[src/rtl/fast_pkg.sv]
// fast_pkg: FAST stop-bit constants, error-flag positions and decoder FSM states
package fast_pkg;
    localparam int FAST_STOP_BIT     = 7;
    localparam int FAST_PAYLOAD_BITS = 7;
    localparam int ERR_OVF   = 0;
    localparam int ERR_LONG  = 1;
    localparam int ERR_TRUNC = 2;
    localparam int ERR_CHSW  = 3;
    localparam int ERR_MANY  = 4;
    localparam int ERR_W     = 5;
    typedef enum logic [1:0] {IDLE, ACCUM, DROP} state_t;
endpackage

[src/rtl/fast_field_decode_stream_if.sv]
// fast_field_decode_stream_if: byte-in / field-out handshake bundle of the FAST decoder
interface fast_field_decode_stream_if #(
    parameter int CH_W       = 2,
    parameter int FIELD_BITS = 64,
    parameter int IDX_W      = 4,
    parameter int NB_W       = 4
);
    logic                  s_valid;
    logic                  s_ready;
    logic [7:0]            s_data;
    logic [CH_W-1:0]       s_ch;
    logic                  s_last;
    logic                  m_valid;
    logic                  m_ready;
    logic [FIELD_BITS-1:0] m_field;
    logic [CH_W-1:0]       m_ch;
    logic [IDX_W-1:0]      m_idx;
    logic [NB_W-1:0]       m_nbytes;
    logic                  m_last;
    logic                  m_err;
    modport slave (
        input  s_valid, s_data, s_ch, s_last, m_ready,
        output s_ready, m_valid, m_field, m_ch, m_idx, m_nbytes, m_last, m_err
    );
    modport master (
        output s_valid, s_data, s_ch, s_last, m_ready,
        input  s_ready, m_valid, m_field, m_ch, m_idx, m_nbytes, m_last, m_err
    );
endinterface

[src/rtl/fast_stopbit_accum.sv]
// fast_stopbit_accum: stop-bit accumulator; outputs already include the byte shifted in this cycle
module fast_stopbit_accum import fast_pkg::*; #(
    parameter int FIELD_BITS = 64,
    parameter int NB_W       = 4
) (
    input  logic                         clk,
    input  logic                         rst_n,
    input  logic                         clear,
    input  logic                         shift_en,
    input  logic [FAST_PAYLOAD_BITS-1:0] byte_in,
    output logic [FIELD_BITS-1:0]        acc,
    output logic [NB_W-1:0]              nbytes,
    output logic                         ovf
);
    logic [FIELD_BITS-1:0] acc_q;
    logic [FIELD_BITS-1:0] base;
    logic [NB_W-1:0]       nb_q;
    logic                  ovf_q;
    always_comb begin
        base   = clear ? '0 : acc_q;
        acc    = shift_en ? {base[FIELD_BITS-FAST_PAYLOAD_BITS-1:0], byte_in} : base;
        nbytes = (clear ? '0 : nb_q) + NB_W'(shift_en);
        ovf    = (!clear & ovf_q) | (shift_en & |base[FIELD_BITS-1 -: FAST_PAYLOAD_BITS]);
    end
    always_ff @(posedge clk or negedge rst_n) begin
        if (!rst_n) begin
            acc_q <= '0;
            nb_q  <= '0;
            ovf_q <= 1'b0;
        end else begin
            acc_q <= acc;
            nb_q  <= nbytes;
            ovf_q <= ovf;
        end
    end
endmodule

[src/rtl/fast_field_decode_stream.sv]
// fast_field_decode_stream: multi-channel FAST stop-bit field decoder with backpressure and counters
module fast_field_decode_stream import fast_pkg::*; #(
    parameter int NUM_CH          = 3,
    parameter int FIELD_BITS      = 64,
    parameter int MAX_FIELD_BYTES = 10,
    parameter int MAX_FIELDS      = 16,
    parameter int CNT_BITS        = 16
) (
    input  logic                       clk,
    input  logic                       rst_n,
    fast_field_decode_stream_if.slave  io,
    output logic [NUM_CH*CNT_BITS-1:0] msg_cnt,
    output logic [CNT_BITS-1:0]        err_cnt
);
    localparam int CH_W  = NUM_CH > 1 ? $clog2(NUM_CH) : 1;
    localparam int IDX_W = $clog2(MAX_FIELDS);
    localparam int NB_W  = $clog2(MAX_FIELD_BYTES + 1);
    localparam int FI_W  = $clog2(MAX_FIELDS + 1);
    state_t                state;
    logic                  up, pend, hold_last, out_free, go, sw, drop, shift_en, clear, done, emit;
    logic                  e_stop, e_last, ovf;
    logic [7:0]            hold_data, e_data;
    logic [CH_W-1:0]       hold_ch, e_ch, cur_ch;
    logic [FI_W-1:0]       fidx;
    logic [FIELD_BITS-1:0] acc;
    logic [NB_W-1:0]       nbytes;
    logic [ERR_W-1:0]      err_v;
    // A channel switch closes the open field and parks the new byte for one cycle (pend)
    always_comb begin
        out_free   = !io.m_valid | io.m_ready;
        io.s_ready = up & out_free & !pend;
        go         = out_free & (pend | (up & io.s_valid));
        e_data     = pend ? hold_data : io.s_data;
        e_ch       = pend ? hold_ch : io.s_ch;
        e_last     = pend ? hold_last : io.s_last;
        e_stop     = e_data[FAST_STOP_BIT];
        sw         = state == ACCUM && e_ch != cur_ch;
        drop       = state == DROP && e_ch == cur_ch;
        shift_en   = go & !sw & !drop;
        clear      = state != ACCUM;
        done       = e_stop | e_last | (nbytes == NB_W'(MAX_FIELD_BYTES));
        emit       = go & !drop & (sw | done);
        err_v            = '0;
        err_v[ERR_OVF]   = ovf;
        err_v[ERR_LONG]  = !sw & !e_stop & !e_last;
        err_v[ERR_TRUNC] = !sw & !e_stop & e_last;
        err_v[ERR_CHSW]  = sw;
        err_v[ERR_MANY]  = fidx == FI_W'(MAX_FIELDS);
    end
    fast_stopbit_accum #(.FIELD_BITS(FIELD_BITS), .NB_W(NB_W)) u_accum (
        .clk      (clk),
        .rst_n    (rst_n),
        .clear    (clear),
        .shift_en (shift_en),
        .byte_in  (e_data[FAST_PAYLOAD_BITS-1:0]),
        .acc      (acc),
        .nbytes   (nbytes),
        .ovf      (ovf)
    );
    always_ff @(posedge clk or negedge rst_n) begin
        if (!rst_n) begin
            state       <= IDLE;
            up          <= 1'b0;
            pend        <= 1'b0;
            hold_data   <= '0;
            hold_ch     <= '0;
            hold_last   <= 1'b0;
            cur_ch      <= '0;
            fidx        <= '0;
            io.m_valid  <= 1'b0;
            io.m_field  <= '0;
            io.m_ch     <= '0;
            io.m_idx    <= '0;
            io.m_nbytes <= '0;
            io.m_last   <= 1'b0;
            io.m_err    <= 1'b0;
        end else begin
            up <= 1'b1;
            if (go) begin
                pend <= sw;
                if (sw) begin
                    hold_data <= e_data;
                    hold_ch   <= e_ch;
                    hold_last <= e_last;
                end
                state <= sw ? IDLE :
                         drop ? ((e_stop | e_last) ? IDLE : DROP) :
                         !done ? ACCUM : ((e_stop | e_last) ? IDLE : DROP);
                if (shift_en) cur_ch <= e_ch;
                if (drop & e_last) fidx <= '0;
            end
            if (emit) begin
                io.m_valid  <= 1'b1;
                io.m_field  <= acc;
                io.m_ch     <= sw ? cur_ch : e_ch;
                io.m_idx    <= (fidx == FI_W'(MAX_FIELDS)) ? IDX_W'(MAX_FIELDS - 1) : fidx[IDX_W-1:0];
                io.m_nbytes <= nbytes;
                io.m_last   <= sw | e_last;
                io.m_err    <= |err_v;
                fidx        <= (sw | e_last) ? '0 : (fidx == FI_W'(MAX_FIELDS)) ? fidx : fidx + FI_W'(1);
            end else if (out_free) begin
                io.m_valid <= 1'b0;
            end
        end
    end
    always_ff @(posedge clk or negedge rst_n) begin
        if (!rst_n) begin
            msg_cnt <= '0;
            err_cnt <= '0;
        end else if (io.m_valid & io.m_ready) begin
            for (int k = 0; k < NUM_CH; k++)
                if (io.m_last && io.m_ch == CH_W'(k))
                    msg_cnt[k*CNT_BITS +: CNT_BITS] <= msg_cnt[k*CNT_BITS +: CNT_BITS] + CNT_BITS'(1);
            if (io.m_err && !(&err_cnt)) err_cnt <= err_cnt + CNT_BITS'(1);
        end
    end
endmodule
[src/flat_wrapper.sv]
// flat-port wrapper written by rule: the top's interface ports become plain ports
module fast_field_decode_stream_flat import fast_pkg::*;
#(
    parameter int NUM_CH          = 3,
    parameter int FIELD_BITS      = 64,
    parameter int MAX_FIELD_BYTES = 10,
    parameter int MAX_FIELDS      = 16,
    parameter int CNT_BITS        = 16
)
  (clk, rst_n, msg_cnt, err_cnt, io_s_valid, io_s_data, io_s_ch, io_s_last, io_m_ready, io_s_ready, io_m_valid, io_m_field, io_m_ch, io_m_idx, io_m_nbytes, io_m_last, io_m_err);
  fast_field_decode_stream_if #(.FIELD_BITS(FIELD_BITS)) io_i ();
  input  logic clk;
  input  logic rst_n;
  output logic [NUM_CH*CNT_BITS-1:0] msg_cnt;
  output logic [CNT_BITS-1:0] err_cnt;
  input wire logic [$bits(io_i.s_valid)-1:0] io_s_valid;
  input wire logic [$bits(io_i.s_data)-1:0] io_s_data;
  input wire logic [$bits(io_i.s_ch)-1:0] io_s_ch;
  input wire logic [$bits(io_i.s_last)-1:0] io_s_last;
  input wire logic [$bits(io_i.m_ready)-1:0] io_m_ready;
  output wire logic [$bits(io_i.s_ready)-1:0] io_s_ready;
  output wire logic [$bits(io_i.m_valid)-1:0] io_m_valid;
  output wire logic [$bits(io_i.m_field)-1:0] io_m_field;
  output wire logic [$bits(io_i.m_ch)-1:0] io_m_ch;
  output wire logic [$bits(io_i.m_idx)-1:0] io_m_idx;
  output wire logic [$bits(io_i.m_nbytes)-1:0] io_m_nbytes;
  output wire logic [$bits(io_i.m_last)-1:0] io_m_last;
  output wire logic [$bits(io_i.m_err)-1:0] io_m_err;
  assign io_i.s_valid = io_s_valid;
  assign io_i.s_data = io_s_data;
  assign io_i.s_ch = io_s_ch;
  assign io_i.s_last = io_s_last;
  assign io_i.m_ready = io_m_ready;
  assign io_s_ready = io_i.s_ready;
  assign io_m_valid = io_i.m_valid;
  assign io_m_field = io_i.m_field;
  assign io_m_ch = io_i.m_ch;
  assign io_m_idx = io_i.m_idx;
  assign io_m_nbytes = io_i.m_nbytes;
  assign io_m_last = io_i.m_last;
  assign io_m_err = io_i.m_err;
  fast_field_decode_stream #(.NUM_CH(NUM_CH), .FIELD_BITS(FIELD_BITS), .MAX_FIELD_BYTES(MAX_FIELD_BYTES), .MAX_FIELDS(MAX_FIELDS), .CNT_BITS(CNT_BITS)) u_core (.clk(clk), .rst_n(rst_n), .io(io_i), .msg_cnt(msg_cnt), .err_cnt(err_cnt));
endmodule
[config.mk]
export PLATFORM = sky130hd
export DESIGN_NAME = fast_field_decode_stream_flat
export DESIGN_NICKNAME = d
export VERILOG_FILES = /design/src/rtl/fast_pkg.sv /design/src/rtl/fast_field_decode_stream_if.sv /design/src/rtl/fast_stopbit_accum.sv /design/src/rtl/fast_field_decode_stream.sv /design/src/flat_wrapper.sv
export SDC_FILE = /design/constraint.sdc
export NUM_CORES = 1
export LEC_CHECK = 0
export CORE_MARGIN = 2
export CORE_UTILIZATION = 30
export CTS_CLUSTER_DIAMETER = 30
export DETAILED_ROUTE_END_ITERATION = 8
export PLACE_DENSITY = 0.53
export SYNTH_ARGS = -nofsm -noshare
export SYNTH_HDL_FRONTEND = slang
export SYNTH_SLANG_ARGS = --single-unit
[constraint.sdc]
create_clock -name clk -period 4.8 [get_ports clk]
set_clock_uncertainty 0.1 [all_clocks]
set_input_delay 0.48 -clock clk [delete_from_list [all_inputs] [get_ports clk]]
set_output_delay 0.48 -clock clk [all_outputs]
set_load 0.02 [all_outputs]
==> results of run 1 <==
-- metrics by stage --
stage	std cells	worst slack, ns	hold WS (ns)	util
2_1_floorplan	786	1.444	0.08441	-
3_5_place_dp	1366	0.5448	0.3637	0.3663
4_1_cts	1467	0.9651	0.3736	0.4286
5_1_grt	1467	0.7000	0.3854	0.4286
6_report	1467	0.9615	0.3650	0.4286
3_3_place_gp	1366	0.6378	0.3566	0.3663
-- final timing paths --
path / from / endpoint / cells past startpoint
setup / recovery: u_core.pend / u_core.io.m_field[58] / 12
min in group asynchronous: rst_n / u_core.io.m_field[1] / 2
hold / removal: u_core.msg_cnt[15] / u_core.msg_cnt[15] / 1
max in group asynchronous: rst_n / u_core.io.m_field[12] / 3
hold reg to reg: u_core.msg_cnt[15] / u_core.msg_cnt[15] / 1
setup reg to reg: u_core.pend / u_core.io.m_field[58] / 12
-- cell usage after synthesis (2+ instances only) --
cell type  instances
nand4_1           13
buf_1              3
o21ai_1            8
mux2i_2            2
nor2b_1            2
and3b_1            2
mux2i_1           66
nor4_1             2
or2_2              3
xnor2_2            2
nor3b_1            4
nand2b_1           7
xor2_1            19
a21o_1             2
a211o_1            2
a21oi_1            4
ha_1               8
mux2_4             7
o21ai_0           15
buf_2              3
mux2_2            68
and2_1             3
nor2_1            93
clkbuf_1           9
and3_1             9
and4_1             3
nand3_1           20
nand2_1           66
buf_6              5
buf_4              8
nor3_1             6
mux2_1             5
inv_1             19
xnor2_1           44
dfrtp_1          232
-- power groups by stage --
stage                     Clock [mW]  Combinational (mW)  Sequential, mW
after floorplan                    0               0.596            2.42
after global placement             0                1.12            2.34
after detailed placement           0                1.12            2.34
after CTS                       4.04                1.13            2.32
after global routing            4.14                1.20            2.35
final                           3.95                1.10            2.32
-- routing by layer --
layer	routed length, um	vias to the layer above
li1	-	3095
met1	10740	3130
met2	9598	165
met3	1327	36
met4	372	0
met5	0	-
-- registers in the layout, summed over array words and instances, names as in the netlist, 2 cells and up --
register and flops:
u_core.err_cnt 16, u_core.io.m_field 64, u_core.u_accum.nb_q 4, u_core.hold_ch 2, u_core.io.m_idx 4, u_core.cur_ch 2, u_core.hold_data 8, u_core.msg_cnt 48
u_core.u_accum.acc_q 64, u_core.state 2, u_core.fidx 5, u_core.io.m_ch 2, u_core.io.m_nbytes 4
-- cell families after synthesis --
logic type,count (synthesis),share of synthesized area
other,1,0.0003839
adders and majority gates,8,0.01025
xor gates and xnor gates,65,0.05981
and+or+nand+nor,240,0.1145
AOI/OAI and AO/OA,44,0.02946
buffers and inverters,48,0.02600
muxes,148,0.1653
DFF,232,0.5943
-- final cells by class --
cell class	instances	area (um^2)
Timing Repair Buffer	167	1689
Tap cell	442	553.0
Clock inverter	32	506.7
Fill cell	2994	18450
Sequential cell	232	5806
Clock buffer	68	1494
Inverter	20	77.57
Multi-Input combinational cell	506	3712
-- critical path, cell delays in order, from the launching register on --
cell and delay, ns:
dfrtp_1 0.42, mux2i_2 0.36, xnor2_2 0.23, o31a_1 0.34, nand2_4 0.11, inv_4 0.17, ha_1 0.20, and3_1 0.19
mux2i_1 0.32, o21bai_1 0.23, o21ai_4 0.21, buf_12 0.32, mux2_2 0.39
==> impl_metrics.tcl, run 1 <==
set metrics [dict create \
    core_area_mm2 0.03229 \
    cellPowerDensity_mw_per_mm2 532.4 \
    syn_area_per_cell_um2 12.43 \
    chipWidth_um 184.5 \
    power.switching_mw 1.954 \
    p_comb_frac 0.150 \
    cts_hold_buf 1 \
    cts_setup_buffers 0 \
    cp-start-kind "flip-flop" \
    period_share 0.7997 \
    cp.arrival_ns 4.16 \
    wl_per_cell_um 15.02 \
    syn_area_mm2 0.009769 \
    initial_core_util 0.3026 \
    cts-buffers-inserted 54 \
    reg2reg_slack_ns 0.96 \
    fin_crit_ns 3.838 \
    cts-resized-gates 0 \
    setup_tns_ns 0 \
    p_int_mw 5.414 \
    via_count 6426 \
    io_pins 157 \
    met3_usage 0.03399 \
    clkLatencyLatePin_ns 0.55 \
    synth-async-reset-ratio 1.000 \
    swShare 0.2652 \
    synth_cell_types 57 \
    tightestPinTransition_ns 0.7645 \
    drv_cap 0 \
    p_leak_nw 6.204 \
    synth_enable_flop_cells 0 \
    synth_ff_type "dfrtp_1" \
    hpwl_mm 14.37 \
    end_kind "flip-flop" \
    met1_usage 0.1861 \
    ys_seq_area_frac 0.5943 \
    grt-ovfl-total 0 \
    die_h_um 184.5 \
    die-area_mm2 0.03402 \
    hold_viol_final 0 \
    synth_fp_nets 809 \
    total_power_mw 7.368 \
    first_iter_violations 274 \
    synthTopCellsByArea "dfrtp_1 (59%), mux2_2 (7.8%), mux2i_1 (6.8%)" \
    routed_wl_mm 22.04 \
    first_pass_iters 6 \
    rsz0062_at_grt "no" \
    antenna_found_initial 0 \
    ir_drop_mv 0.3082 \
    grt_pass1_vias 6691 \
    vias_per_cell 4.380 \
    grt.busiest_layer "met2" \
    track_usage 0.1305 \
    antenna_cells 0 \
    path_class "flip-flop to flip-flop" \
    hp-class "flip-flop to flip-flop" \
    place.port_buffers 156 \
    layout_common_cells "dfrtp_1 (232), clkdlybuf4s50_1 (155), nor2_1 (93), mux2_2 (68)" \
    synth_top_area_cell "dfrtp_1" \
    grt_max_degree 98 \
    crit_fanout 75 \
    drc 0 \
    use_met2 0.1931 \
    clkPwrFrac 0.536 \
    drive_gt1_frac 0.1912 \
    root_buffer "clkbuf_16" \
    ant_nets 0 \
    htreeDepth 2 \
    ys_warn_count 0 \
    placementRows 66 \
    ys_ff_latch 232 \
    final_area_mm2 0.01384 \
    grt_pass1_wl_mm 35.63 \
    tritoncts "built" \
    status "complete, no violations" \
    slew_headroom 0.4903 \
    clkTransAtPathRegs_ns 0.05 \
    clock_sinks 232 \
    slew_viol_final 0 \
    synth_top_area_share 0.5943 \
    fmax_mhz 260.5 \
    setup_violations 0 \
    seq_power_share 0.314 \
    cts_buffer_depth 3 \
    syn-instance-count 786 \
    finalNetCount 1004 \
    final_common_cell "dfrtp_1" \
    crit_required_ns 5.12 \
    gp_congestion 0.7692 \
    placed_cell_area_mm2 0.01183 \
    syn_to_final_growth_pct 41.65 \
]
No activity file was read; power rests on OpenSTA's default activity.
==> run 2: changes to the inputs <==
--- a/config.mk
+++ b/config.mk
@@ -9,7 +9,7 @@
 export CORE_UTILIZATION = 30
 export CTS_CLUSTER_DIAMETER = 30
 export DETAILED_ROUTE_END_ITERATION = 8
-export PLACE_DENSITY = 0.53
+export PLACE_DENSITY = 0.55
 export SYNTH_ARGS = -nofsm -noshare
 export SYNTH_HDL_FRONTEND = slang
 export SYNTH_SLANG_ARGS = --single-unit
==> constraint.sdc (replaced) <==
create_clock -name clk -period 3.4 [get_ports clk]
set_clock_uncertainty 0.1 [all_clocks]
set_input_delay 0.34 -clock clk [delete_from_list [all_inputs] [get_ports clk]]
set_output_delay 0.34 -clock clk [all_outputs]
set_load 0.02 [all_outputs]
==> run 2 against run 1 <==
Compared with the run above: fmax is 18% higher; clock power is 42% higher; power is 44% higher; non-clock buffer count is 30 higher; combinational power is 55% higher; sequential cell count stayed put; worst hold slack worse by 0.035 ns; count of clock-buffer cells in the layout is 11 higher; setup slack worse by 0.81 ns; die area stayed put; critical path depth is 3 higher; register-to-register slack worse by 0.81 ns.
==> impl_metrics.tcl, run 2 (synthesized netlist as in run 1, its figures left out) <==
set metrics [dict create \
    status "complete, no violations" \
    chipWidth_um 184.5 \
    p_leak_nw 6.374 \
    drc 0 \
    hpwl_mm 15.50 \
    wl_per_cell_um 15.06 \
    routed_wl_mm 22.62 \
    cp-start-kind "flip-flop" \
    cts_buffer_depth 3 \
    htreeDepth 2 \
    tightestPinTransition_ns 0.6990 \
    hold-worst-slack_ns 0.3295 \
    via_count 6566 \
    gp_congestion 0.7837 \
    pre_cts_slack_ns -0.1259 \
    finalNetCount 1036 \
    grt_max_degree 92 \
    track_usage 0.1372 \
    clkTransAtPathRegs_ns 0.04 \
    rr_endpoint "u_core.io.m_field[55]" \
    layout_common_cells "dfrtp_1 (231), clkdlybuf4s50_1 (155), nor2_1 (93), mux2_2 (68)" \
    drv_cap 0 \
    setup_ws_ns 0.1540 \
    clock_sinks 232 \
    root_buffer "clkbuf_16" \
    grt.busiest_layer "met2" \
    cp.arrival_ns 3.56 \
    place.port_buffers 156 \
    antenna_cells 0 \
    end_kind "flip-flop" \
    hold_viol_final 0 \
    first_iter_violations 233 \
    vias_per_cell 4.372 \
    rsz0062_at_grt "no" \
    rr_worst_depth 15 \
    grt_pass1_wl_mm 37.23 \
    multiInputGateArea_mm2 0.003721 \
    area.sequential_mm2 0.005807 \
    met3_usage 0.03695 \
    placementRows 66 \
    fill_cells 3005 \
    fmax_mhz 308.1 \
    clkLatencyLatePin_ns 0.55 \
    cellPowerDensity_mw_per_mm2 746.4 \
    initial_core_util 0.3026 \
    period_share 0.9547 \
    ir_drop_mv 0.3949 \
    io_pins 157 \
    drive_gt1_frac 0.2170 \
    setup_violations 0 \
    syn_to_final_growth_pct 45.02 \
    die-area_mm2 0.03402 \
    slew_viol_final 0 \
    antenna_found_initial 0 \
    hp-class "primary input to asynchronous set/reset pin" \
    path_class "flip-flop to flip-flop" \
    die_h_um 184.5 \
    tritoncts "built" \
    met1_usage 0.1888 \
    fin_crit_ns 3.246 \
    final_common_cell "dfrtp_1" \
    r2r_start "u_core.pend" \
    reg_top3 "u_core.io.m_field (64), u_core.u_accum.acc_q (64), u_core.msg_cnt (48)" \
    use_met2 0.2072 \
    grt-ovfl-total 0 \
    ant_nets 0 \
    core_area_mm2 0.03229 \
    first_pass_iters 4 \
    reg2reg_slack_ns 0.15 \
    crit_required_ns 3.72 \
    slew_headroom 0.5340 \
    cts-buffers-inserted 56 \
    crit_fanout 18 \
    grt_pass1_vias 6873 \
]
## run 2: cell count changes in the layout (fill, tap and decap cells not counted), sizes merged
cell and delta:
clkbuf +11, clkinvlp +3, clkinv -3, buf +30, inv -3, bufinv -3
## run 2: area by class of cell
type,count,share of cell area
inverters,20,0.005476
clock buffers,79,0.1163
repair buffers,197,0.1387
flip-flops and latches,232,0.4099
well taps,442,0.03904
multi-input cells,506,0.2627
clock inverters,26,0.02800
## run 2: worst max-delay path by stage
stage | depth (start not counted) | from | to
after floorplan | 14 | u_core.pend | u_core.fidx[2]
after global placement | 16 | io_s_ch[1] | u_core.io.m_field[55]
after detailed placement | 16 | io_s_ch[1] | u_core.io.m_field[63]
after CTS | 15 | u_core.pend | u_core.io.m_field[48]
after global routing | 15 | u_core.pend | u_core.io.m_field[48]
final | 15 | u_core.pend | u_core.io.m_field[55]
## run 2: where the power goes
group | internal [mW] | switching [mW]
registers | 3.03 | 0.249
clock network | 3.96 | 1.64
logic | 0.793 | 0.908
## run 2: per-layer routing
metal | vias to the layer above | wire, um
li1 | 3180 | -
met1 | 3163 | 10690
met2 | 174 | 10030
met3 | 49 | 1382
met4 | 0 | 524
met5 | - | 0
## run 2: stage by stage
stage,cell area (um^2),instances,utilization,total power [mW],setup TNS (ns)
global route,14170,1502,0.4388,11.06,0
detailed placement,12100,1396,0.3748,5.038,-5.341
global placement,12100,1396,0.3748,5.022,-4.910
finish,14170,1502,0.4388,10.57,0
CTS,14160,1502,0.4385,10.74,0
floorplan,9769,786,-,4.259,0
## run 2: timing repair
item,CTS,global route
resized for setup,0,2
setup buffers,0,0
hold buffers,1,0
endpoints found under the hold margin,88,0
endpoints found under the setup margin,0,47
## run 2: worst max-delay path: stages, from the launching register on
cell	delay, ns
dfrtp_2	0.45
mux2i_4	0.21
xnor2_2	0.14
o31a_1	0.34
nand2_4	0.09
inv_4	0.03
ha_1	0.20
ha_1	0.21
xnor2_1	0.13
nand3b_1	0.11
o21bai_1	0.07
buf_4	0.15
o21ai_4	0.16
buf_12	0.20
buf_4	0.18
mux2_2	0.33
==> run 3: changes to the inputs <==
--- a/config.mk
+++ b/config.mk
@@ -9,7 +9,9 @@
 export CORE_UTILIZATION = 30
 export CTS_CLUSTER_DIAMETER = 30
 export DETAILED_ROUTE_END_ITERATION = 8
+export GPL_ROUTABILITY_DRIVEN = 0
 export PLACE_DENSITY = 0.55
+export SLEW_MARGIN = 20
 export SYNTH_ARGS = -nofsm -noshare
 export SYNTH_HDL_FRONTEND = slang
 export SYNTH_SLANG_ARGS = --single-unit
==> results of run 3 <==
The final DEF is identical to that of run 2; final timing and power are the same.
